==> config.mk <==
export PLATFORM = sky130hd
export DESIGN_NAME = serial_word_packer
export DESIGN_NICKNAME = d
export VERILOG_FILES = /design/src/rtl/serial_word_packer_pkg.sv /design/src/rtl/inactivity_timer.sv /design/src/rtl/serial_word_packer.sv
export SDC_FILE = /design/constraint.sdc
export NUM_CORES = 1
export LEC_CHECK = 0
export ABC_CLOCK_PERIOD_IN_PS = 2200
export CAP_MARGIN = 20
export CORE_UTILIZATION = 30
export CTS_BUF_LIST = sky130_fd_sc_hd__clkbuf_16
export DETAILED_ROUTE_END_ITERATION = 10
export PLACE_DENSITY_LB_ADDON = 0.2
export SETUP_SLACK_MARGIN = 0.02
export SYNTH_ARGS = -nofsm -noshare
export SYNTH_HDL_FRONTEND = slang
export SYNTH_SLANG_ARGS = --single-unit
==> constraint.sdc <==
create_clock -name clk -period 2.2 [get_ports clk]
set_clock_uncertainty 0.05 [all_clocks]
set_input_delay 0.22 -clock clk [delete_from_list [all_inputs] [get_ports clk]]
set_output_delay 0.22 -clock clk [all_outputs]
set_load 0.03 [all_outputs]
==> src/rtl/serial_word_packer_pkg.sv <==
// Shared types and sizing helpers for the serial byte-to-word packer.
package serial_word_packer_pkg;

  typedef enum logic {
    COLLECT = 1'b0,
    WRITE   = 1'b1
  } state_t;

  function automatic int word_width(input int bytes_per_word);
    return 8 * bytes_per_word;
  endfunction

  function automatic int idx_width(input int bytes_per_word);
    return (bytes_per_word <= 2) ? 1 : $clog2(bytes_per_word);
  endfunction

  // Byte lane that the idx-th received byte of a word lands in.
  function automatic int lane_of(input int idx, input int bytes_per_word, input bit lsb_first);
    return lsb_first ? idx : bytes_per_word - 1 - idx;
  endfunction

endpackage

==> src/rtl/inactivity_timer.sv <==
// Counts idle cycles while a partial word is open; pulses expire on the
// TIMEOUT_CYC-th consecutive idle cycle. TIMEOUT_CYC=0 never expires.
module inactivity_timer #(
  parameter int TIMEOUT_CYC = 0
) (
  input  logic clk,
  input  logic reset,
  input  logic run,
  input  logic restart,
  output logic expire
);

  localparam int CW = (TIMEOUT_CYC < 2) ? 1 : $clog2(TIMEOUT_CYC + 1);
  localparam logic [CW-1:0] LAST = CW'(TIMEOUT_CYC - 1);

  logic [CW-1:0] count;

  // A restart in the would-be expiry cycle wins over the expiry.
  assign expire = (TIMEOUT_CYC > 0) && run && !restart && (count == LAST);

  // NOTE: state registers use non-blocking assignments so every flop samples
  // pre-edge values regardless of the order the simulator runs the blocks.
  always_ff @(posedge clk or negedge reset) begin
    if (!reset) begin
      count <= '0;
    end else if (restart || !run || expire) begin
      count <= '0;
    end else begin
      count <= count + CW'(1);
    end
  end

endmodule

==> src/rtl/serial_word_packer.sv <==
// Packs received UART bytes into BYTES_PER_WORD-byte words and writes them to
// sequential frame RAM addresses with backpressure, wrap, timeout and restart.
module serial_word_packer
  import serial_word_packer_pkg::*;
#(
  parameter int BYTES_PER_WORD = 3,
  parameter int ADDR_W         = 10,
  parameter int DEPTH          = 1024,
  parameter bit LSB_FIRST      = 1'b1,
  parameter int TIMEOUT_CYC    = 0,
  localparam int WW            = word_width(BYTES_PER_WORD),
  localparam int IW            = idx_width(BYTES_PER_WORD)
) (
  input  logic              clk,
  input  logic              reset,
  input  logic              rx_valid,
  input  logic [7:0]        data_in,
  input  logic              clear,
  input  logic              wr_ready,
  output logic              wr_en,
  output logic [WW-1:0]     wr_data,
  output logic [ADDR_W-1:0] wr_addr,
  output logic              frame_done,
  output logic              overflow,
  output logic              timeout_err
);

  localparam logic [IW-1:0]     LAST_IDX  = IW'(BYTES_PER_WORD - 1);
  localparam logic [ADDR_W-1:0] LAST_ADDR = ADDR_W'(DEPTH - 1);

  state_t        state, state_next;
  logic [IW-1:0] idx;
  logic          accept, capture, last_byte, expire, timer_run, timer_restart;
  int            lane;

  // Decoded from the state flop, so an async reset drops wr_en at once.
  assign wr_en = (state == WRITE);

  // idx is held at 0 throughout WRITE, so a byte arriving with the accept
  // naturally lands as the first byte of the next word.
  // NOTE: every signal driven here gets a default first so no path through
  // the block can leave it unassigned and infer a latch.
  always_comb begin
    accept     = wr_en && wr_ready;
    capture    = rx_valid && ((state == COLLECT) || accept);
    last_byte  = (idx == LAST_IDX);
    lane       = lane_of(int'(idx), BYTES_PER_WORD, LSB_FIRST);
    state_next = state;
    case (state)
      COLLECT: if (capture && last_byte) state_next = WRITE;
      WRITE:   if (accept) state_next = (capture && last_byte) ? WRITE : COLLECT;
      default: state_next = COLLECT;
    endcase
    if (clear) state_next = COLLECT;
  end

  assign timer_run     = (state == COLLECT) && (idx != '0);
  assign timer_restart = rx_valid || clear;

  inactivity_timer #(
    .TIMEOUT_CYC(TIMEOUT_CYC)
  ) u_timer (
    .clk    (clk),
    .reset  (reset),
    .run    (timer_run),
    .restart(timer_restart),
    .expire (expire)
  );

  always_ff @(posedge clk or negedge reset) begin
    if (!reset) state <= COLLECT;
    else        state <= state_next;
  end

  // NOTE: the assembly register is reset like any other flop so wr_data is
  // defined from the first cycle; it is left alone by clear because unwritten
  // lanes only ever matter at accept time.
  always_ff @(posedge clk or negedge reset) begin
    if (!reset) begin
      idx         <= '0;
      wr_data     <= '0;
      wr_addr     <= '0;
      frame_done  <= 1'b0;
      overflow    <= 1'b0;
      timeout_err <= 1'b0;
    end else if (clear) begin
      idx         <= '0;
      wr_addr     <= '0;
      frame_done  <= 1'b0;
      overflow    <= 1'b0;
      timeout_err <= 1'b0;
    end else begin
      frame_done  <= accept && (wr_addr == LAST_ADDR);
      timeout_err <= expire;
      if (accept) wr_addr <= (wr_addr == LAST_ADDR) ? '0 : wr_addr + ADDR_W'(1);
      if (rx_valid && wr_en && !wr_ready) overflow <= 1'b1;
      if (capture) begin
        for (int i = 0; i < BYTES_PER_WORD; i++) begin
          if (i == lane) wr_data[8*i +: 8] <= data_in;
        end
        idx <= last_byte ? '0 : idx + IW'(1);
      end else if (expire) begin
        idx <= '0;
      end
    end
  end

endmodule

### After elaboration in Yosys (flattened, before gate mapping)

Cells that the tools add are included.
W data, S select, Z words.

| operators by class | value |
|---|---|
| $add $sub $neg | 2 |
| eq/ne operators | 4 |
| mux-type cells | 13 |
| bitwise logic cells | 2 |
| reductions and logical operators | 15 |

Operator list:

| cell | number |
|---|---|
| $logic_not A32 Y1 | 1 |
| $mux W10 | 3 |
| $add A10 B1 Y10 const B | 1 |
| $eq A10 B10 Y1 const B | 1 |
| $reduce_and A3 Y1 | 3 |
| $logic_and A1 B1 Y1 | 6 |
| $mux W1 | 6 |
| $mux W2 | 3 |
| $reduce_bool A2 Y1 | 3 |
| $eq A2 B2 Y1 const A | 2 |
| $add A2 B1 Y2 const B | 1 |
| $eq A2 B2 Y1 const B | 1 |
| $not A1 Y1 | 2 |
| $pmux W1 S2 | 1 |
| $logic_not A1 Y1 | 1 |
| $logic_or A1 B1 Y1 | 1 |

| word-level totals | value |
|---|---|
| flip-flop bits (word level) | 39 |
| bits of input ports | 13 |
| logic and storage cells | 44 |

### Logic depth before layout (Yosys ltp)

Gate-level depths: netlist (run 1).

| logic depth | value |
|---|---|
| word-level depth | 8 |
| mapped depth | 5 |
| gate-level depth less buffers | 4 |

### By module

Synthesis (run 1) repeated with hierarchy kept, for this count alone.

| unflattened totals | value |
|---|---|
| cell total of the unflattened synthesis | 149 |
| area, all modules | 1803.0 µm² |

By module, submodules not included:

| module | instances | cells each | area an instance (µm²) |
|---|---|---|---|
| serial_word_packer | 1 | 147 | 1791.7 |
| inactivity_timer | 1 | 2 | 11.3 |

### Least setup slack after synthesis (run 1)

No wires, ideal clock.

| timing | value |
|---|---|
| kind | flip-flop to flip-flop |
| start | register wr_addr[0] |
| end | register wr_addr[6] |
| library setup time | 0.078 ns |
| data arrival time | 1.626 ns |
| data required time | 2.072 ns |
| setup slack | 0.446 ns |
| stages on the path, launching flop included | 5 |
| path buffers | 0 |
| period minus slack after synthesis | 1.754 ns |
| cell sequence | dfrtp_1 -> ha_1 -> nand3_2 -> or4_1 -> a21oi_1 |

| on the way | value |
|---|---|
| word-level cells in the longest chain between the ends | 4 |

RTL lines:

| element | line | RTL |
|---|---|---|
| from (decl) | serial_word_packer.sv:22 | `output logic [ADDR_W-1:0] wr_addr,` |
| from (signal assigned) | serial_word_packer.sv:95 | `if (accept) wr_addr <= (wr_addr == LAST_ADDR) ? '0 : wr_addr + ADDR_W'(1);` |
| $add A10 B1 Y10 / $eq A10 B10 Y1 (equally long branches) | serial_word_packer.sv:95 |  |
| $mux W10 (*) (2 in a row) | serial_word_packer.sv:95 |  |
| $mux W10 (*) | serial_word_packer.sv:86 | `end else if (clear) begin` |

Every way passes the cells marked *; elsewhere a longest branch is shown, timed or not. The select of a mux whose other input is x is not followed.
A chain may end at the register's enable or synchronous reset.

### Worst setup path after layout (run 1)

| timing | value |
|---|---|
| start | register wr_addr[0] |
| end | register wr_addr[2] |

Same word-level chain as after synthesis.

==> results of run 1 <==
Yosys cell counts, types with 4 or more instances:
master and count:
a21oi_1 11, dfrtp_1 39, mux2_2 16, mux2_4 8, nand2_1 4, nand3_1 5
nand3_2 4, nor2_1 5, nor2b_1 4, o21ai_0 4, o31ai_1 4, or3_1 4
or4_1 4
cell usage in the layout, fill, tap and decap left out, types with 4 or more instances in the layout:
| cell type | count |
|---|---|
| a21oi_1 | 11 |
| clkdlybuf4s50_1 | 48 |
| o31ai_1 | 4 |
| or4_1 | 4 |
| or3_1 | 4 |
| nand3_2 | 4 |
| mux2_2 | 16 |
| dfrtp_1 | 39 |
| nand3_1 | 5 |
| mux2_4 | 8 |
| nor2_1 | 5 |
| nand2_1 | 4 |
| nor2b_1 | 4 |
| clkbuf_16 | 5 |
| o21ai_0 | 4 |
layer usage:
| layer | GRT usage [%] | part of all wire, % |
|---|---|---|
| met2 | 23.5 | 50 |
| met3 | 4.25 | 5.5 |
| met5 | 0 | 0 |
| met4 | 5.00 | 1.5 |
| met1 | 17.3 | 43 |
stage by stage:
step                total power, mW  setup slack (ns)  hold slack, ns
floorplan                      1.28             0.446          -0.126
global placement               1.58             0.277           0.322
detailed placement             1.59             0.218           0.345
CTS                            2.30             0.385          0.0444
global route                   2.37             0.222          0.0856
finish                         2.27             0.377         0.00857
report_power, final:
group	internal, mW	switching [mW]	total (mW)
logic	0.320	0.358	0.678
clock network	0.417	0.285	0.702
registers	0.833	0.0606	0.894
total	1.57	0.704	2.27
layout make-up:
class	count	area [um2]
flip-flops and latches	39	976
clock buffers	5	125
fillers	550	3130
multi-input cells	93	746
clock inverters	3	20.0
inverters	3	11.3
repair buffers	52	508
well taps	72	90.1
flip-flops by register name (all words and copies together), names as in the netlist:
register    flops
wr_data        24
wr_addr        10
idx             2
frame_done      1
overflow        1
wr_en           1
logic make-up (layout without fill, tap and decap cells):
| group | Yosys count | after routing | synth area share (%) |
|---|---|---|---|
| adder cells (fa/ha/maj) | 1 | 1 | 0.708 |
| flip-flops | 39 | 39 | 55.2 |
| buffers and inverters | 7 | 63 | 2.55 |
| XOR/XNOR | 1 | 1 | 0.496 |
| AO/OA/AOI/OAI | 26 | 26 | 9.84 |
| multiplexers | 24 | 24 | 17.0 |
| other | 1 | 1 | 0.212 |
| AND/OR/NAND/NOR | 40 | 40 | 14.0 |
worst max path at each step:
| stage | startpoint | end | slack [ns] | cells past startpoint |
|---|---|---|---|---|
| after floorplan | wr_addr[0] | wr_addr[6] | 0.45 | 4 |
| after global placement | rx_valid | wr_data[20] | 0.28 | 5 |
| after detailed placement | rx_valid | wr_data[17] | 0.22 | 5 |
| after CTS | wr_addr[0] | wr_addr[2] | 0.38 | 4 |
| after global routing | wr_addr[0] | wr_addr[2] | 0.22 | 4 |
| final | wr_addr[0] | wr_addr[2] | 0.38 | 4 |
==> results.tsv, run 1 <==
metric	value	unit
Worst path top cell family by delay	compound AO/OA/AOI/OAI gates	
CTS root buf	clkbuf_16	
CP bufs+invs	0	
final wirelength	4140	um
Reg2Reg Depth	4	
initial antenna violation count	0	
area leader, netlist	dfrtp_1	
Slew @ Worst Pin	0.868	ns
first-pass GRT wire length	6670	um
Vias	1354	
hold crit path type	in2async	
placeable core area	5610	um2
number of global-route vias before repair	1372	
Reg clk slew, reported paths	0.06	ns
Post-CTS Setup Bufs	0	
Crit Path Max Fanout	8	
register area share after synthesis	55.2	%
fin area	2480	um2
CTS tree	done	
CTS sink cnt	39	
# IOs	51	
vias per cell	5.07	
arrival time worst endpoint	1.91	ns
async set or reset register ratio after synthesis	100	%
reg2reg setup slack	0.38	ns
RSZ-0062 raised after global routing	false	
IO buf count	49	
die area	6200	um2
CTS max path bufs	2	
number of synthesis warnings	0	
Post-synth top flop	dfrtp_1	
Rows	27	
DR iter-0 viols	72	
CP cell instances	ha_1 -> nand3_2 -> o41ai_2 -> nor2_1	
Cell Area, Placed	2330	um2
final setup vio count	0	
Final period util	82.9	%
Crit-path slowest cell	o41ai_2	
Total GRT Usage	14.1	%
max-capacitance violation count	0	
leakage power	0.990	nW
largest net degree at the start of global routing	40	
mapped cell area	1770	um2
Post-synth EDFFs	0	
# H-tree levels	2	
Hold Vio Cnt, Final	0	
Yosys reg bits	39	
Synth Net Count	153	
GP Congestion	0.845	
cell total after placement	259	
crit path time final	1.82	ns
status	complete, no violations	
total negative slack	0	ns
Area Growth Syn to Fin	40.2	%
slowest cell delay on critical path	0.56	ns
drt pass-1 iters	4	
final non-filler cell total	267	
post_cts resized	0	
RR Startpoint	wr_addr[0]	
layout cells sized above 1	22.1	%
CTS Buf Count	5	
PD cells	919	nW/um2
starting density of the core	31.5	%
Die Wd	78.7	um
CTS Hold Buffers Added	0	
Cell variety after synth	35	
top post-synthesis cells by area	dfrtp_1 55%, mux2_2 10%, mux2_4 6.8%	
Setup crit end kind	register	
Final #Nets	208	
Antenna Nets Post-Route	0	
f_max	549	MHz
final core utilization	44.2	%
Slew Limit Fails	0	
Die Y	78.7	um
cell count after synthesis	139	
Startpoint Class	register	
# diodes	0	
Worst Path Required	2.29	ns
maximum vdd drop	0.500	mV
critical path type	reg2reg	
relative slew slack	42.1	%
gr ovfl total	0	
post-synth top area share	55.2	%
synthesized area per cell	12.7	um2
FF-to-FF End	wr_addr[2]	
worst-skew pair later-pin latency	0.28	ns
routed len/inst	15.5	um
# DRC	0	
Power figures use the tool's default switching activity.
==> inputs of run 2 (changes only) <==
--- a/config.mk
+++ b/config.mk
@@ -5,7 +5,7 @@
 export SDC_FILE = /design/constraint.sdc
 export NUM_CORES = 1
 export LEC_CHECK = 0
-export ABC_CLOCK_PERIOD_IN_PS = 2200
+export ABC_CLOCK_PERIOD_IN_PS = 1670
 export CAP_MARGIN = 20
 export CORE_UTILIZATION = 30
 export CTS_BUF_LIST = sky130_fd_sc_hd__clkbuf_16
==> constraint.sdc (replaced) <==
create_clock -name clk -period 1.67 [get_ports clk]
set_clock_uncertainty 0.05 [all_clocks]
set_input_delay 0.167 -clock clk [delete_from_list [all_inputs] [get_ports clk]]
set_output_delay 0.167 -clock clk [all_outputs]
set_load 0.03 [all_outputs]
==> results.tsv, run 2 (same netlist as run 1, synthesis figures left out) <==
metric	value	unit	change
hold crit path type	in2async		
largest net degree at the start of global routing	36		-10%
Largest register FFs	24		unchanged
Vias	1382		+2.1%
GP Congestion	0.836		-1.0%
starting density of the core	31.5	%	unchanged
drt pass-1 iters	4		unchanged
final wirelength	4250	um	+2.5%
final setup vio count	0		unchanged
post-route setup slack	0.0542	ns	-0.323 ns
# DRC	0		unchanged
RR Startpoint	wr_addr[4]		
arrival time worst endpoint	1.40	ns	-0.51 ns
Reg2Reg Depth	3		-1
Setup crit end kind	primary output		
CP bufs+invs	1		+1
CTS Buf Count	5		unchanged
Die Y	78.7	um	unchanged
PD cells	1200	nW/um2	+30%
routed len/inst	15.1	um	-2.6%
worst-skew pair later-pin latency	0.27	ns	about the same
Crit-path slowest cell	clkdlybuf4s50_1		
most common cell after layout, fill and taps aside	clkdlybuf4s50_1		
Worst Path Required	1.45	ns	-0.84 ns
Crit Path Max Fanout	6		-2
number of global-route vias before repair	1442		+5.1%
status	complete, no violations		
Worst path top cell family by delay	buffers and inverters		
CP cell instances	clkdlybuf4s50_1		
reg2reg setup slack	0.11	ns	-0.27 ns
Top reg by flops	wr_data		
CTS tree	done		
slowest cell delay on critical path	0.70	ns	+0.14 ns
gr ovfl total	0		unchanged
Post-CTS Setup Bufs	0		unchanged
final core utilization	46.6	%	+2.5 points
first-pass GRT wire length	7140	um	+7.0%
IO buf count	49		unchanged
Startpoint Class	register		
maximum vdd drop	0.468	mV	-6.5%
Antenna Nets Post-Route	0		unchanged
max-capacitance violation count	0		unchanged
# H-tree levels	2		unchanged
crit path from	wr_addr[7]		
die area	6200	um2	unchanged
Crit path depth	1		-3
Hold WS	0.187	ns	+0.179 ns
vias per cell	4.92		-3.0%
Layout fillers	533		-3.1%
f_max	619	MHz	
Reg clk slew, reported paths	0.05	ns	about the same
overall power	3.12	mW	+37%
Cell Area, Placed	2450	um2	+5.2%
worst setup path end	wr_addr[7]		
RSZ-0062 raised after global routing	false		
Slew Limit Fails	0		unchanged
Total GRT Usage	15.0	%	+0.92 points
critical path type	reg2out		
final non-filler cell total	281		+5.2%
cell total after placement	273		+5.4%
FF-to-FF End	wr_addr[9]		
# IOs	51		unchanged
CTS root buf	clkbuf_16		
CTS sink cnt	39		unchanged
Die Wd	78.7	um	unchanged
Final #Nets	223		+7.2%
dpl hpwl	3220	um	
post-placement worst setup slack	-0.0895	ns	-0.307 ns
DR iter-0 viols	92		+28%
initial antenna violation count	0		unchanged
Final period util	96.8	%	
# diodes	0		unchanged
fin area	2610	um2	+5.6%
layout cells sized above 1	27.3	%	+5.2 points
CTS max path bufs	2		unchanged
most frequent cells in the layout	40 x clkdlybuf4s50_1, 37 x dfrtp_1, 16 x mux2_2, 16 x buf_4, 11 x a21oi_1		
placeable core area	5610	um2	unchanged
Rows	27		unchanged
crit path time final	1.62	ns	
Largest regs	wr_data: 24 flops, wr_addr: 10 flops, idx: 2 flops		
total negative slack	0	ns	unchanged
Area Growth Syn to Fin	47.9	%	
leakage power	1.13	nW	+14%
Hold Vio Cnt, Final	0		unchanged
## run 2: cell types whose count changed in the layout (fill, tap and decap cells not counted)
cell	before	now
dfrtp_2	0	2
clkinv_2	1	0
bufinv_16	0	1
buf_12	0	1
clkinvlp_4	2	0
dlygate4sd3_1	0	1
clkdlybuf4s50_1	48	40
dlygate4sd2_1	0	7
dfrtp_1	39	37
inv_1	3	4
buf_4	3	16
dlymetal6s2s_1	0	1
## run 2: metal layers
layer	track usage, %	share of wire, %	vias to the layer above	wire (um)
met5	0	0	-	0
met4	7.59	2.7	0	116
met3	2.99	5.1	14	218
met2	23.8	50	51	2100
met1	19.5	43	663	1810
li1	-	-	654	-
## run 2: worst min path at each step
| stage | slack, ns | start | cells after the start | end |
|---|---|---|---|---|
| 2_1_floorplan | -0.18 | reset | 0 | frame_done |
| 3_3_place_gp | -0.06 | reset | 1 | wr_addr[3] |
| 3_5_place_dp | -0.06 | reset | 1 | wr_addr[3] |
| 4_1_cts | 0.19 | reset | 2 | wr_addr[3] |
| 5_1_grt | 0.22 | reset | 2 | wr_addr[3] |
| 6_report | 0.19 | reset | 2 | wr_addr[3] |
## run 2: power by group
group | switching (mW) | leakage [nW] | internal [mW]
Combinational | 0.473 | 0.549 | 0.436
Sequential | 0.0824 | 0.499 | 1.10
Clock | 0.343 | 0.0811 | 0.690
Total | 0.899 | 1.13 | 2.23
## run 2: what timing repair did
| item | in CTS | in global routing |
|---|---|---|
| setup endpoints to repair | 7 | 1 |
| hold endpoints to repair | 4 | 0 |
| hold buffers | 1 | 0 |
| gates resized for setup | 7 | 1 |
## run 2: cell type report
| class | instances | area (um2) | area share [%] |
|---|---|---|---|
| clock buffer | 5 | 125 | 4.79 |
| multi-input combinational | 93 | 746 | 28.5 |
| sequential | 39 | 978 | 37.4 |
| tap | 72 | 90.1 | 3.45 |
| clock inverter | 2 | 33.8 | 1.29 |
| inverter | 3 | 11.3 | 0.431 |
| timing repair buffer | 67 | 629 | 24.1 |
==> RTL edit: new RTL, settings of run 1 <==
Put one more register stage on the output `overflow`, without a reset. The value now appears one clock later. The other outputs are not delayed to match.
--- a/src/rtl/serial_word_packer.sv
+++ b/src/rtl/serial_word_packer.sv
@@ -29,2 +29,4 @@
   localparam logic [ADDR_W-1:0] LAST_ADDR = ADDR_W'(DEPTH - 1);
+
+  logic overflow_s0;
 
@@ -83,3 +85,3 @@
       frame_done  <= 1'b0;
-      overflow    <= 1'b0;
+      overflow_s0 <= 1'b0;
       timeout_err <= 1'b0;
@@ -89,3 +91,3 @@
       frame_done  <= 1'b0;
-      overflow    <= 1'b0;
+      overflow_s0 <= 1'b0;
       timeout_err <= 1'b0;
@@ -95,3 +97,3 @@
       if (accept) wr_addr <= (wr_addr == LAST_ADDR) ? '0 : wr_addr + ADDR_W'(1);
-      if (rx_valid && wr_en && !wr_ready) overflow <= 1'b1;
+      if (rx_valid && wr_en && !wr_ready) overflow_s0 <= 1'b1;
       if (capture) begin
@@ -107,2 +109,6 @@
 
+  always_ff @(posedge clk) begin
+    overflow <= overflow_s0;
+  end
+
 endmodule
Formal check against the unedited RTL: not equivalent (a bounded check fails within 10 cycles, from zero or initial values and one cycle with reset low).
==> RTL edit against run 1 <==
  * Sequential share of layout area up 0.59 points
  * Area after synthesis up 1.1%
  * Critical endpoint is now wr_addr[4]
  * Sequential power up 2.3%
  * Power down 0.41%
  * Design area up 0.56%
  * Routed wire length down 4.5%
  * First-iteration DRC count down 65%
  * Global-route usage down 0.54 points
  * Via count about the same
  * Sequential cell count up 1
  * Worst hold slack worse by 0.0024 ns
  * Largest cell class unchanged
  * Setup slack worse by 0.018 ns
  * Count of clock-buffer cells in the layout unchanged
  * Core utilization up 0.25 points
==> RTL edit: results (changes against run 1) <==
<table>
<tr><th>Metric</th><th>Value</th></tr>
<tr><th colspan="2">Routing</th></tr>
<tr><td>DR vias</td><td>1355 (+0.074%)</td></tr>
<tr><td>WL per Instance</td><td>14.8 microns (-4.8%)</td></tr>
<tr><th colspan="2">Yosys</th></tr>
<tr><td>Xor/xnor cell area share of the yosys netlist</td><td>0.490% (-0.0056 points)</td></tr>
<tr><td>Post-synthesis mux area share</td><td>16.8% (-0.19 points)</td></tr>
<tr><td>Synthesized netlist net count</td><td>154 (+0.65%)</td></tr>
<tr><td>Async S/R FF share, synth</td><td>97.5% (-2.5 points)</td></tr>
<tr><td>Cell types with the largest area share after synthesis</td><td>dfrtp_1 55%, mux2_2 10%, mux2_4 6.7%</td></tr>
<tr><td>Post-Syn Area per Cell</td><td>12.8 sq um (+0.41%)</td></tr>
<tr><td>Post-synthesis adder-cell area fraction</td><td>0.700% (-0.0079 points)</td></tr>
<tr><th colspan="2">Placement</th></tr>
<tr><td>Area of placed instances</td><td>2350 sq um (+0.86%)</td></tr>
<tr><td>Worst slack at placement</td><td>0.220 ns (+0.00182 ns)</td></tr>
<tr><td>RD Place Congestion</td><td>0.860 (+1.8%)</td></tr>
<tr><td>Cell total after placement</td><td>260 (+0.39%)</td></tr>
<tr><th colspan="2">Global route</th></tr>
<tr><td>Number of global-route vias before repair</td><td>1324 (-3.5%)</td></tr>
<tr><td>Global-route usage over all layers</td><td>13.6% (-0.54 points)</td></tr>
<tr><td>First-pass GRT wire length</td><td>6.55 mm (-1.9%)</td></tr>
<tr><th colspan="2">Pwr</th></tr>
<tr><td>Leakage power figure</td><td>1.00 nW (+1.3%)</td></tr>
<tr><td>Peak ir drop on the vdd network</td><td>0.499 mV (-0.28%)</td></tr>
<tr><th colspan="2">STA</th></tr>
<tr><td>Rel. slew slack</td><td>42.8% (+0.73 points)</td></tr>
<tr><td>Time the worst path needs with I/O delays and setup</td><td>1.84 ns (+0.0184 ns)</td></tr>
<tr><td>Hold Slack</td><td>0.00621 ns (-0.00235 ns)</td></tr>
<tr><th colspan="2">Final layout</th></tr>
<tr><td>Layout cell share with drive strength beyond 1</td><td>21.4% (-0.62 points)</td></tr>
<tr><td>Final Net Count</td><td>209 (+0.48%)</td></tr>
<tr><td>Area grow syn2layout</td><td>39.4%</td></tr>
<tr><th colspan="2">Worst setup path</th></tr>
<tr><td>Register-to-register setup slack</td><td>0.36 ns (-0.02 ns)</td></tr>
<tr><th colspan="2">Status</th></tr>
<tr><td>Result of the run</td><td>complete, no violations</td></tr>
</table>
[RTL edit: area by class of cell]
cell class,count,area [sq um]
Timing Repair Buffer,52,508
Multi-Input combinational cell,93,746
Clock inverter,3,13.8
Fill cell,535,3120
Sequential cell,40,996
Inverter,3,11.3
Tap cell,72,90.1
Clock buffer,5,125
[RTL edit: critical path, delay by kind of cell (launching register included)]
kind	cells	cell delay, ns
compound gates	2	0.67
flops	1	0.49
simple gates	1	0.17
fa+ha+maj	1	0.30
[RTL edit: report_power, final]
part	switching [mW]	internal [mW]
Sequential	0.0628	0.852
Combinational	0.353	0.320
Clock	0.267	0.411
Total	0.682	1.58
[RTL edit: layer usage]
metal	up-vias	track usage, %	part of all wire, %
li1	632	-	-
met1	669	17.7	47
met2	49	20.9	45
met3	5	4.60	6.9
met4	0	4.73	1.1
met5	-	0	0
